===== src/rtl/mem_stage.sv =====
// ----------------------------------------------------------------------------
// mem_stage
//   Memory / response-collection stage between execute and writeback. The
//   instruction held here may owe one response each from the data SRAM, the
//   multiplier and the divider. Each unit has a small tracker that waits for
//   the response, buffers it while the stage is stalled downstream, and drains
//   a response orphaned by a flush. Load data is formatted here, the mul/div
//   half is selected, and the final result plus exception info is registered
//   for WB.
//
// Ports
//   clk, rst                      clock, synchronous active-high reset
//   in_valid / in_ready           handshake with EX
//   out_valid / out_ready         handshake with WB (out_valid registered)
//   ex_flush, ertn_flush          pipeline flush
//   result, pc, mem_op, mul_op, div_op, res_from_*, gr_we, ertn, dest,
//   has_exception, ecode, esubcode, exception_maddr      EX payload
//   data_ok, rdata                data-SRAM response (always accepted)
//   mul_resp_valid/ready, mul_result                     multiplier response
//   div_resp_valid/ready, div_q, div_r                   divider response
//   this_exception                exception/ertn held here (EX squashes)
//   fwd_valid/ready/dest/data     bypass to ID
//   result_out ... badv_out       registered WB payload
// ----------------------------------------------------------------------------
module mem_stage #(
    parameter logic [31:0] RESET_PC = 32'h1c000000
) (
    input  logic        clk,
    input  logic        rst,
    input  logic        in_valid,
    output logic        in_ready,
    output logic        out_valid,
    input  logic        out_ready,
    input  logic        ex_flush,
    input  logic        ertn_flush,
    input  logic [31:0] result,
    input  logic [31:0] pc,
    input  logic [7:0]  mem_op,
    input  logic [2:0]  mul_op,
    input  logic [3:0]  div_op,
    input  logic        res_from_mem,
    input  logic        res_from_mul,
    input  logic        res_from_div,
    input  logic        res_from_csr,
    input  logic        gr_we,
    input  logic        ertn,
    input  logic [4:0]  dest,
    input  logic        has_exception,
    input  logic [5:0]  ecode,
    input  logic [8:0]  esubcode,
    input  logic [31:0] exception_maddr,
    input  logic        data_ok,
    input  logic [31:0] rdata,
    input  logic        mul_resp_valid,
    output logic        mul_resp_ready,
    input  logic [63:0] mul_result,
    input  logic        div_resp_valid,
    output logic        div_resp_ready,
    input  logic [31:0] div_q,
    input  logic [31:0] div_r,
    output logic        this_exception,
    output logic        fwd_valid,
    output logic [4:0]  fwd_dest,
    output logic        fwd_ready,
    output logic [31:0] fwd_data,
    output logic [31:0] result_out,
    output logic [31:0] pc_out,
    output logic        gr_we_out,
    output logic        has_exception_out,
    output logic        ertn_out,
    output logic [4:0]  dest_out,
    output logic [5:0]  ecode_out,
    output logic [8:0]  esubcode_out,
    output logic [31:0] badv_out
);

    typedef enum logic [1:0] {S_IDLE, S_WAIT, S_BUF, S_DROP} resp_state_e;

    resp_state_e mem_state_q, mem_state_d;
    resp_state_e mul_state_q, mul_state_d;
    resp_state_e div_state_q, div_state_d;
    logic [31:0] mem_buf_q, mul_buf_q, div_buf_q;

    logic        out_valid_q;
    logic [31:0] result_q, pc_q, badv_q;
    logic        gr_we_q, has_exception_q, ertn_q;
    logic [4:0]  dest_q;
    logic [5:0]  ecode_q;
    logic [8:0]  esubcode_q;

    logic flush, owe_mem, owe_mul, owe_div;
    logic mem_fire, mul_fire, div_fire;
    logic mem_done, mul_done, div_done, any_drop, units_ok;
    logic ready_go, advance;
    logic [31:0] mem_data, mul_data, div_data, load_data, final_data;
    logic [7:0]  load_byte;
    logic [15:0] load_half;

    // Word width word/default-load, CSR source and the redundant op bits carry no extra info here.
    logic unused_inputs;
    assign unused_inputs = &{1'b0, res_from_csr, mem_op[2], mul_op[2:1], div_op[3], div_op[1]};

    assign flush   = ex_flush | ertn_flush;
    // An excepting instruction never issued its requests, so it owes nothing.
    assign owe_mem = in_valid & ~has_exception & (res_from_mem | (|mem_op[7:5]));
    assign owe_mul = in_valid & ~has_exception & res_from_mul;
    assign owe_div = in_valid & ~has_exception & res_from_div;

    assign mul_resp_ready = (mul_state_q != S_BUF);
    assign div_resp_ready = (div_state_q != S_BUF);
    assign mem_fire = data_ok;
    assign mul_fire = mul_resp_valid & mul_resp_ready;
    assign div_fire = div_resp_valid & div_resp_ready;

    // A response arriving while draining belongs to a flushed instruction.
    assign mem_done = (mem_state_q == S_BUF) | (mem_fire & (mem_state_q != S_DROP));
    assign mul_done = (mul_state_q == S_BUF) | (mul_fire & (mul_state_q != S_DROP));
    assign div_done = (div_state_q == S_BUF) | (div_fire & (div_state_q != S_DROP));
    assign any_drop = (mem_state_q == S_DROP) | (mul_state_q == S_DROP) | (div_state_q == S_DROP);
    assign units_ok = (~owe_mem | mem_done) & (~owe_mul | mul_done) & (~owe_div | div_done);

    assign ready_go = ~in_valid | flush | (units_ok & ~any_drop);
    assign advance  = in_valid & ready_go & out_ready;
    assign in_ready = ~rst & (~in_valid | (ready_go & out_ready));

    assign this_exception = in_valid & (has_exception | ertn);
    assign fwd_valid = in_valid & gr_we & (dest != 5'd0);
    assign fwd_ready = fwd_valid & units_ok & ~any_drop;
    assign fwd_dest  = dest;
    assign fwd_data  = final_data;

    assign mem_data = (mem_state_q == S_BUF) ? mem_buf_q : rdata;
    assign mul_data = (mul_state_q == S_BUF) ? mul_buf_q
                    : (mul_op[0] ? mul_result[31:0] : mul_result[63:32]);
    assign div_data = (div_state_q == S_BUF) ? div_buf_q
                    : ((div_op[0] | div_op[2]) ? div_q : div_r);

    assign load_byte = mem_data[{result[1:0], 3'b000} +: 8];
    assign load_half = mem_data[{result[1], 4'b0000} +: 16];

    always_comb begin
        // NOTE: every always_comb output gets a default first so no path leaves it unassigned (no latch).
        load_data = mem_data;
        if (mem_op[0])      load_data = {{24{load_byte[7]}}, load_byte};
        else if (mem_op[3]) load_data = {24'd0, load_byte};
        else if (mem_op[1]) load_data = {{16{load_half[15]}}, load_half};
        else if (mem_op[4]) load_data = {16'd0, load_half};

        final_data = result;
        if (owe_mem & res_from_mem) final_data = load_data;
        else if (owe_mul)           final_data = mul_data;
        else if (owe_div)           final_data = div_data;
    end

    // Flush beats advance: an unanswered request must be drained even if the
    // flushed instruction is being retired this cycle.
    function automatic resp_state_e next_state(resp_state_e cur, logic owed, logic fire,
                                               logic flush_now, logic adv);
        next_state = cur;
        if (cur == S_DROP) begin
            if (fire) next_state = S_IDLE;
        end else if (flush_now) begin
            next_state = (((cur == S_WAIT) || (cur == S_IDLE && owed)) && !fire) ? S_DROP : S_IDLE;
        end else if (adv) begin
            next_state = S_IDLE;
        end else if (cur != S_BUF) begin
            next_state = !owed ? S_IDLE : (fire ? S_BUF : S_WAIT);
        end
    endfunction

    assign mem_state_d = next_state(mem_state_q, owe_mem, mem_fire, flush, advance);
    assign mul_state_d = next_state(mul_state_q, owe_mul, mul_fire, flush, advance);
    assign div_state_d = next_state(div_state_q, owe_div, div_fire, flush, advance);

    always_ff @(posedge clk) begin
        // NOTE: sequential state uses non-blocking assignments so all registers update together.
        if (rst) begin
            mem_state_q     <= S_IDLE;
            mul_state_q     <= S_IDLE;
            div_state_q     <= S_IDLE;
            out_valid_q     <= 1'b0;
            result_q        <= 32'd0;
            pc_q            <= RESET_PC;
            gr_we_q         <= 1'b0;
            has_exception_q <= 1'b0;
            ertn_q          <= 1'b0;
            dest_q          <= 5'd0;
            ecode_q         <= 6'd0;
            esubcode_q      <= 9'd0;
            badv_q          <= 32'd0;
        end else begin
            mem_state_q <= mem_state_d;
            mul_state_q <= mul_state_d;
            div_state_q <= div_state_d;
            if (flush)          out_valid_q <= 1'b0;
            else if (out_ready) out_valid_q <= in_valid & ready_go;
            if (advance) begin
                result_q        <= final_data;
                pc_q            <= pc;
                gr_we_q         <= gr_we;
                has_exception_q <= has_exception;
                ertn_q          <= ertn;
                dest_q          <= dest;
                ecode_q         <= ecode;
                esubcode_q      <= esubcode;
                badv_q          <= exception_maddr;
            end
        end
    end

    // NOTE: response buffers are plain datapath storage, only read in BUF, so they carry no reset.
    always_ff @(posedge clk) begin
        if (mem_state_q != S_BUF && mem_fire) mem_buf_q <= rdata;
        if (mul_state_q != S_BUF && mul_fire) mul_buf_q <= mul_op[0] ? mul_result[31:0] : mul_result[63:32];
        if (div_state_q != S_BUF && div_fire) div_buf_q <= (div_op[0] | div_op[2]) ? div_q : div_r;
    end

    assign out_valid         = out_valid_q;
    assign result_out        = result_q;
    assign pc_out            = pc_q;
    assign gr_we_out         = gr_we_q;
    assign has_exception_out = has_exception_q;
    assign ertn_out          = ertn_q;
    assign dest_out          = dest_q;
    assign ecode_out         = ecode_q;
    assign esubcode_out      = esubcode_q;
    assign badv_out          = badv_q;

endmodule

===== config.mk =====
export PLATFORM = sky130hd
export DESIGN_NAME = mem_stage
export DESIGN_NICKNAME = d
export VERILOG_FILES = /design/src/rtl/mem_stage.sv
export SDC_FILE = /design/constraint.sdc
export NUM_CORES = 1
export LEC_CHECK = 0
export ABC_AREA = 1
export CAP_MARGIN = 20
export CORE_MARGIN = 10
export CORE_UTILIZATION = 39
export CTS_CLUSTER_DIAMETER = 100
export DETAILED_ROUTE_END_ITERATION = 8
export PLACE_DENSITY = 0.77
export SYNTH_ARGS = -nofsm -noshare
export SYNTH_HDL_FRONTEND = slang
export SYNTH_SLANG_ARGS = --single-unit

===== constraint.sdc =====
create_clock -name clk -period 2.7 [get_ports clk]
set_clock_uncertainty 0.15 [all_clocks]
set_input_delay 0.27 -clock clk [delete_from_list [all_inputs] [get_ports clk]]
set_output_delay 0.27 -clock clk [all_outputs]
set_load 0.02 [all_outputs]

-- Word-level counts from Yosys, hierarchy flattened
Index checks and enable logic that the tools add are counted.
- input bits: 307
- register bits: 222
- output and inout bits: 163
- word-level logic and storage cells: 143
- bitwise gates (word level): 44
- shift operators: 2
- multiplexer cells: 36
- eq/ne operators: 18
- reduce and logical (&&, ||, !) cells: 27
- operator list (cell ; number):
    two-way mux 32 bit ; 12
    two-way mux 2 bit ; 24
    variable part select 32 x 6 -> 16 bit ; 1
    variable part select 32 x 6 -> 8 bit ; 1
    bitwise AND 1 bit ; 22
    != test 2 bit (second input constant) ; 9
    OR 1 bit ; 15
    == test 2 bit (second input constant) ; 6
    nonzero test 4 bit ; 3
    logical AND 1 bit ; 9
    NOT 1 bit ; 7
    == test 2 x 1 -> 1 bit (second input constant) ; 3
    logical NOT 2 bit ; 3
    AND reduction 2 bit ; 3
    nonzero test 5 bit ; 1
    logical NOT 1 bit ; 3
    logical OR 1 bit ; 3
    OR reduction 3 bit ; 1
    OR reduction 2 bit ; 1

-- Logic depth before layout (Yosys ltp)
Gate-level depths: netlist of the first run.
- depth in word-level cells: 14
- mapped depth: 13
- mapped depth without buffers: 13

-- Worst setup path before layout of the first run
Ideal clock, no wire load.
- path kind: flip-flop to flip-flop
- start: register div_state_q[1]
- end: register div_state_q[1]
- path buffers: 1
- setup time: 128 ps
- data arrival time: 2591 ps
- cell stages (with the launch flop): 8
- clock period less this slack: 2868 ps
- required time: 2422 ps
- slack: -168 ps
- cells stage by stage: dfxtp_1 inv_1 nor2_2 clkbuf_1 nor2_1 o22ai_1 a21oi_1 nor2_1
- longest elaborated chain between the ends: 13
- elaborated cells between the ends (all ways): 31
- classes of those cells: 6 x eq/ne; 7 x mux; 11 x bitwise; 7 x reduce/logical
- RTL lines (what ; RTL line ; RTL):
    from (decl) ; 81 ; resp_state_e div_state_q, div_state_d;
    from (signal assigned) ; 194 ; div_state_q <= div_state_d;
    != test 2 bit ; 110, 166 ;
    bitwise AND 1 bit ; 113 ; assign div_fire = div_resp_valid & div_resp_ready;
    bitwise AND 1 bit ; 118 ; assign div_done = (div_state_q == S_BUF) | (div_fire & (div_state_q != S_DROP));
    OR 1 bit ; 118 ;
    OR 1 bit ; 120 ; assign units_ok = (~owe_mem | mem_done) & (~owe_mul | mul_done) & (~owe_div | div_done);
    bitwise AND 1 bit ; 120 ;
    bitwise AND 1 bit ; 122 ; assign ready_go = ~in_valid | flush | (units_ok & ~any_drop);
    OR 1 bit ; 122 ;
    bitwise AND 1 bit (2 in series) ; 123 ; assign advance = in_valid & ready_go & out_ready;
    two-way mux 2 bit ; 164 ; end else if (adv) begin
    two-way mux 2 bit ; 162 ; end else if (flush_now) begin
    two-way mux 2 bit ; 160 ; if (cur == S_DROP) begin
Parallel ways exist; a longest one is shown, timed or not. The select of a mux whose other input is x is not followed.
A chain may end at the register's enable or synchronous reset.

-- Worst setup path in the final report of the first run
- start: register mem_state_q[0]
- end: output fwd_data[20]
- longest elaborated chain between the ends: 7
- elaborated cells between the ends (all ways): 9
- classes of those cells: 1 x eq/ne; 2 x shift; 6 x mux
- RTL lines (what ; RTL line ; RTL):
    from (decl) ; 79 ; resp_state_e mem_state_q, mem_state_d;
    from (signal assigned) ; 192 ; mem_state_q <= mem_state_d;
    == test 2 bit * ; 132 ; assign mem_data = (mem_state_q == S_BUF) ? mem_buf_q : rdata;
    two-way mux 32 bit * ; 132 ;
    variable part select 32 x 6 -> 16 bit / two-way mux 32 bit (equally long branches) ; 139, 147 ;
    two-way mux 32 bit ; 146 ; else if (mem_op[1]) load_data = {{16{load_half[15]}}, load_half};
    two-way mux 32 bit ; 145 ; else if (mem_op[3]) load_data = {24'd0, load_byte};
    two-way mux 32 bit * ; 144 ; if (mem_op[0]) load_data = {{24{load_byte[7]}}, load_byte};
    two-way mux 32 bit * ; 150 ; if (owe_mem & res_from_mem) final_data = load_data;
    to (decl) ; 65 ; output logic [31:0] fwd_data,
Mark *: on every way between the ends. The rest lies on a longest branch, timed or not.

==> results of run 1 <==
[per-stage QoR]
stage	worst slack (ns)	util (%)	instances	total power [mW]
2_1_floorplan	0.0344	-	1473	4.90
3_3_place_gp	-0.457	59.8	2341	6.21
3_5_place_dp	-0.519	59.8	2341	6.25
4_1_cts	-0.127	64.5	2411	9.69
5_1_grt	-0.120	65.8	2421	10.1
6_report	-0.0171	65.9	2422	9.76
[worst paths after layout]
path                           startpoint                              to  cells after the start
max reg2reg   mem_state_q[0]$_SDFFE_PP0P_     result_out[13]$_SDFFE_PP0P_                     20
max           mem_state_q[0]$_SDFFE_PP0P_                    fwd_data[20]                     14
min                         has_exception  has_exception_out$_SDFFE_PP0P_                      3
min reg2reg  esubcode_out[8]$_SDFFE_PP0P_    esubcode_out[8]$_SDFFE_PP0P_                      2
[cells in the mapped netlist]
library cell	instances
dfxtp_1	126
nand2_2	3
or2_2	1
mux2_2	32
buf_6	9
nand3_2	2
nand3_1	69
nand2_1	442
buf_2	21
o211ai_1	47
nor2_2	4
clkinv_1	4
nor3_1	3
clkbuf_1	60
inv_1	82
a31oi_1	1
o21ai_1	20
inv_2	4
o22ai_1	2
a21oi_1	137
buf_4	9
nor2_1	89
buf_1	10
o21ai_2	1
nand3_4	2
nor2_4	1
o21ai_0	196
edfxtp_1	96
[metal layers]
layer | wire length [um] | share of wire [%]
met2 | 23800 | 48
met3 | 5060 | 10
met1 | 18000 | 37
met5 | 8 | 0.016
met4 | 2240 | 4.6
[placed cells by master, fill, tap and decap left out, types with 3 or more instances in the layout]
master	count
a21oi_1	135
nand2_2	39
mux2_2	32
dfxtp_1	123
inv_1	55
buf_12	21
clkbuf_16	26
nand2_4	16
nor2_2	3
nor2_4	6
clkbuf_1	5
buf_4	126
edfxtp_1	96
o21ai_2	16
nand3_4	14
clkbuf_8	5
o21ai_1	41
o211ai_1	47
clkinv_2	4
nor3_1	3
diode_2	3
nand2_1	390
nand3_1	36
nor2_1	85
nand3_2	23
buf_6	46
clkdlybuf4s50_1	426
clkinv_1	4
inv_2	29
inv_4	3
o21ai_0	159
[kinds of logic (layout without fill, tap and decap cells)]
family,count (synthesis),after routing,synth area share (%)
AND/OR/NAND/NOR,616,616,21.9
AO/OA/AOI/OAI,404,404,19.1
flip-flops,222,222,48.0
buffers and inverters,199,761,7.77
multiplexers,32,32,3.20
other,0,3,0
[layout make-up]
type	instances	area [sq um]
Multi-Input combinational cell	1052	5550
Antenna cell	3	7.51
Clock buffer	37	746
Clock inverter	7	43.8
Fill cell	2285	9770
Tap cell	384	480
Timing Repair Buffer	627	6270
Inverter	90	343
Sequential cell	222	5410
[critical path: stages (launching register included)]
cell	delay [ns]
dfxtp_2	0.36
buf_6	0.11
nor2_4	0.04
buf_12	0.13
nand2_4	0.06
nand2_4	0.07
o21ai_4	0.16
nand2_2	0.09
nand3_4	0.09
buf_6	0.14
buf_16	0.14
nand3_2	0.09
nand2_2	0.11
inv_2	0.04
buf_6	0.12
[power by group]
part           internal [mW]  total [mW]  switching (mW)
Clock                   1.91        3.30            1.39
Sequential              3.75        3.83          0.0848
Combinational           1.29        2.63            1.34
Total                   6.94        9.76            2.82
[registers in the layout, summed over array words and instances, names as in the netlist, 2 cells and up]
register	flops
mul_buf_q	32
mem_state_q	2
mem_buf_q	32
mul_state_q	2
badv_out	32
esubcode_out	9
div_buf_q	32
dest_out	5
ecode_out	6
pc_out	32
div_state_q	2
result_out	32
[timing repair]
item / CTS / global route
pin swaps: 7 / 29
gates cloned: 3 / 0
setup endpoints to repair: 34 / 35
setup buffers: 23 / 10
resized for setup: 291 / 123
==> key figures, run 1 <==
Clock tree
  • Num CTS Buffers: 25
  • Sink Count: 222
  • Bufs on Longest Clock Path: 3
  • Post-cts hold buffer count: 0
  • CTS clock-pin slew for the worst setup and hold paths: 0.06 ns
  • Later-pin clock latency in the skew report: 0.54 ns
  • CTS HTree Levels: 1
  • CTS Root Cell: clkbuf_16
  • TritonCTS clock tree: yes

Floorplanning
  • Initial Util: 39.3%
  • Die X: ~190 um
  • I/O pin count: 470
  • Core Box Area: 28600 sq um
  • Die Height: 190 um
  • Core Rows: 62
  • Die area: roughly 36000 sq um

Pwr
  • Pleak: around 7.6 nW
  • Power per cell area: 518 nW/um^2
  • VDD IR max: 0.425 mV

Cells and area
  • Layout cells sized above 1: 20.8%
  • Fin nets: 2325
  • Finished layout cell area: 18900 sq um
  • Area Overhead vs Synth: 67.5%

Routing
  • Post-Route WL: 49.1 mm
  • 1st-iter DRT viols: 930
  • DR pass1 iterations: 5
  • DR DRC count: 0
  • Routed Antenna Nets: 0
  • DR WL/cell: 20.3 um
  • Routed vias: 12600
  • Vias per cell: 5.22

GRT
  • Total grt overflow: 0
  • Busiest layer in global routing: met2
  • Vias in the first global route: ~13000
  • Pin count of the biggest net entering global routing: slightly above 90
  • Total track usage: 25.7%
  • First-pass GRT wire length: around 74 mm
  • Met2 usage: 44.5%
  • Met1 Use GR: between 20% and 30%
  • Initial antenna violation count: 4
  • Met3 GRT Util: 7.78%

Logic synthesis
  • #FFs+latches synth: 222
  • Mapped Nets: roughly 1800
  • Cells after Synth: 1473
  • Synthesized area: between 10000 and 15000 sq um
  • YS warnings: 0
  • Unique masters post-synth: 28
  • Cell taking the most area after synthesis: edfxtp_1
  • Area share of the largest cell type after synthesis: 25.6%
  • Syn_area_per_cell: 7.64 sq um
  • Synth area leaders: edfxtp_1 (26%), dfxtp_1 (22%), nand2_1 (15%)
  • Sequential share of the synthesized area: 48.0%

Worst setup path
  • R2r setup slk: 0.03 ns
  • CP endpoint kind: output pin
  • Worst endpoint data arrival time: 2.30 ns
  • Crit Path Max Fanout: 7
  • WS Path Type: flop to output pin
  • Critical Path Start Type: flop
  • Worst EP required: roughly 2.3 ns

Timing
  • Minimum clock period: 2.72 ns
  • Fin. Hold Viols: 0
  • Final setup viols: 5
  • Fin. max-slew vios: 0
  • Final TNS setup: -0.0422 ns
  • Fin worst setup slack: -0.0171 ns
  • Hold_ws: 0.0954 ns
  • Tightest Pin Transition: 0.826 ns
  • Max_slew headroom: 44.9%
  • Max Freq: 0.368 GHz
  • RSZ-0062 raised after global routing: yes
  • Final Cycle Share: 101%

Status
  • Failing checks: negative setup slack
  • Status: finished, violations left

Run
  • Maxcap violations: 0

Placed design
  • Post-DP HPWL: 37.5 mm
  • PortBufs: 463
  • Placer Congestion: 0.933
  • Dpl cell area: ~17000 sq um

Min path
  • Worst Hold Class: primary input to flop
(Power assumes the default switching activity.)
==> run 2: changes to the inputs <==
--- a/config.mk
+++ b/config.mk
@@ -7,11 +7,13 @@
 export LEC_CHECK = 0
 export ABC_AREA = 1
 export CAP_MARGIN = 20
-export CORE_MARGIN = 10
-export CORE_UTILIZATION = 39
+export CORE_AREA = 2 2 181 183
+export CTS_BUF_LIST = sky130_fd_sc_hd__clkbuf_8
 export CTS_CLUSTER_DIAMETER = 100
 export DETAILED_ROUTE_END_ITERATION = 8
-export PLACE_DENSITY = 0.77
+export DIE_AREA = 0 0 183 185
+export HOLD_SLACK_MARGIN = 0.02
+export PLACE_DENSITY = 0.71
 export SYNTH_ARGS = -nofsm -noshare
 export SYNTH_HDL_FRONTEND = slang
 export SYNTH_SLANG_ARGS = --single-unit
==> run 2 against run 1 <==
Net effect: the flow still finishes with violations (negative setup slack); sequential power barely moved; sequential share of layout area rose by 0.74 points; die area fell by 6.1%; critical endpoint is now fwd_data[13]; critical path type unchanged; largest power group unchanged; wire length fell by 11%.
==> key figures, run 2 (same netlist as run 1, synthesis figures left out) <==
Placed design
  • Placer Congestion: 0.912 (-2.3%)
  • PortBufs: 463 (unchanged)
  • Post-DP HPWL: 33.2 mm (-11%)
  • Cell count after placement: 2354 (+0.56%)

Min path
  • Hold worst-path end: ecode_out[3]$_SDFFE_PP0P_
  • Hold path cells: 3 (unchanged)
  • Worst Hold Class: primary input to flop
  • HP Start: ecode[3]

Floorplanning
  • Core Box Area: 32000 sq um (+12%)
  • Initial Util: 35.1% (-4.2 points)
  • Core Rows: 66 (+6.5%)
  • Die area: 33900 sq um (-6.1%)
  • I/O pin count: 470 (unchanged)
  • Die X: 183 um (-3.6%)
  • Die Height: 185 um (-2.6%)

Cells and area
  • Most common cell after layout, fill and taps aside: clkdlybuf4s50_1
  • Area Overhead vs Synth: 63.2%
  • Layout Cells excl Fill: 2443 (+0.87%)
  • Commonest cells after routing, fill and taps aside: clkdlybuf4s50_1 (427), nand2_1 (411), o21ai_0 (169)
  • Fin nets: 2313 (-0.52%)
  • Layout cells sized above 1: 17.4% (-3.4 points)
  • Fin util: 57.3% (-8.5 points)

Timing
  • Hold_ws: 0.135 ns (+0.0400 ns)
  • Fin. max-slew vios: 0 (unchanged)
  • Max_slew headroom: 34.7% (-10 points)
  • Max Freq: 0.360 GHz (-2.3%)
  • Fin. Hold Viols: 0 (unchanged)
  • Fin worst setup slack: -0.0816 ns (-0.0645 ns)
  • RSZ-0062 raised after global routing: yes
  • Minimum clock period: 2.78 ns (+0.0645 ns)
  • Tightest Pin Transition: 0.979 ns (+0.153 ns)
  • Final Cycle Share: 103% (+2.4 points)
  • Final setup viols: 23 (+18)

GRT
  • Total track usage: 24.6% (-1.1 points)
  • Total grt overflow: 0 (unchanged)
  • Pin count of the biggest net entering global routing: 92 (-1.1%)
  • Initial antenna violation count: 3 (-1)
  • First-pass GRT wire length: 65.0 mm (-12%)
  • Vias in the first global route: 11800 (-7.1%)

Clock tree
  • Num CTS Buffers: 40 (+60%)
  • CTS clock-pin slew for the worst setup and hold paths: 0.06 ns (about the same)
  • CTS Root Cell: clkbuf_8
  • Bufs on Longest Clock Path: 3 (unchanged)
  • Sink Count: 222 (unchanged)
  • TritonCTS clock tree: yes
  • Later-pin clock latency in the skew report: 0.54 ns (about the same)
  • CTS HTree Levels: 2 (+1)

Routing
  • DR WL/cell: 17.9 um (-12%)
  • Post-Route WL: 43.7 mm (-11%)
  • Routed vias: 12300 (-3.0%)
  • DR pass1 iterations: 6 (+1)
  • Routed Antenna Nets: 0 (unchanged)
  • Wl on met1: 16.7 mm (-7.4%)
  • Highest metal used: met5
  • Met3 wire length: 3.31 mm (-35%)
  • DR DRC count: 0 (unchanged)
  • Vias per cell: 5.02 (-3.8%)
  • 1st-iter DRT viols: 673 (-28%)
  • Met2 WL post-DR: 22.0 mm (-7.5%)

Status
  • Failing checks: negative setup slack
  • Status: finished, violations left

Pwr
  • Power per cell area: 518 nW/um^2 (about the same)
  • VDD IR max: 0.279 mV (-34%)
  • Pleak: 7.45 nW (-1.7%)

Worst setup path
  • Slowest-stage cell, CP: dfxtp_2
  • Critical Path Start Type: flop
  • CP delay by family, top: simple AND/OR/NAND/NOR gates
  • Crit path cell chain: inv_2 > nand2_4 > clkbuf_16 > o21ai_4 > nand2_1 > o21ai_2 > nand2_2 > nand3_4 > clkbuf_16 > nand3_1 > nand2_2 > inv_2 > buf_6
  • CP endpoint kind: output pin
  • Crit Path Max Fanout: 6 (-1)
  • R2R depth: 14 (-30%)
  • Worst EP required: 2.28 ns (about the same)
  • Worst path max stage delay: 0.34 ns (-0.02 ns)
  • Worst r2r src: mem_state_q[0]$_SDFFE_PP0P_
  • Worst Path Buf+Inv: 5 (-1)
  • WS Path Type: flop to output pin
  • Worst reg2reg endpoint: result_out[31]$_SDFFE_PP0P_
  • Worst endpoint data arrival time: 2.36 ns (+0.06 ns)
  • R2r setup slk: 0.54 ns (+0.51 ns)

Run
  • Maxcap violations: 0 (unchanged)
## run 2: changes by cell type in the layout (fill, tap and decap cells not counted), sizes merged
| cell | previous run | this run |
|---|---|---|
| buf | 197 | 166 |
| bufinv | 0 | 3 |
| clkbuf | 37 | 51 |
| clkdlybuf4s50 | 426 | 427 |
| clkinv | 9 | 7 |
| dlymetal6s2s | 2 | 0 |
| inv | 88 | 102 |
## run 2: layer usage
metal,global-route usage [%],up-vias
met2,44.1,522
met5,0,-
li1,-,6006
met4,10.5,2
met1,28.2,5632
met3,5.60,97
## run 2: timing repair
| action | 4_1_cts | 5_1_grt |
|---|---|---|
| setup endpoints to repair | 34 | 32 |
| gates cloned | 0 | 6 |
| setup buffers | 2 | 12 |
| gates resized for setup | 175 | 121 |
| pin swaps | 2 | 25 |
| endpoints found under the hold margin | 0 | 0 |
| hold buffers | 0 | 0 |
## run 2: worst min-delay path, stage by stage
cell             delay (ns)
clkdlybuf4s50_1        0.39
nand2_1                0.06
a21oi_1                0.05
## run 2: metrics by stage
step	total power, mW	area (sq um)	TNS (ns)	setup WS, ns
final	9.51	18400	-0.910	-0.0816
after floorplan	4.90	11300	0	0.0344
after detailed placement	6.22	17100	-9.15	-0.370
after CTS	9.44	17900	-1.55	-0.161
after global routing	9.94	18400	-3.58	-0.171
after global placement	6.19	17100	-9.89	-0.351
## run 2: cell type report
class | instances | area (sq um)
Antenna cell | 3 | 7.51
Clock buffer | 46 | 633
Clock inverter | 22 | 161
Fill cell | 2918 | 13700
Inverter | 90 | 343
Multi-Input combinational cell | 1052 | 5250
Sequential cell | 222 | 5410
Tap cell | 408 | 510
Timing Repair Buffer | 600 | 6060
## run 2: power breakdown
part           total (mW)  switching (mW)  leakage [nW]  internal, mW
logic                2.47            1.26          5.02          1.21
clock network        3.21            1.39         0.463          1.82
registers            3.83          0.0793          1.97          3.75
total                9.51            2.73          7.45          6.79
## run 2: how the worst max path moves through the flow
stage / to / startpoint / cells past startpoint
after CTS: fwd_data[8] / mem_state_q[0]$_SDFFE_PP0P_ / 13
after global routing: fwd_data[16] / mem_state_q[0]$_SDFFE_PP0P_ / 13
final: fwd_data[13] / mem_state_q[0]$_SDFFE_PP0P_ / 13
after global placement: fwd_data[18] / in_valid / 11
after floorplan: mul_state_q[1]$_SDFFE_PP0P_ / mul_state_q[1]$_SDFFE_PP0P_ / 6
after detailed placement: fwd_data[27] / in_valid / 11
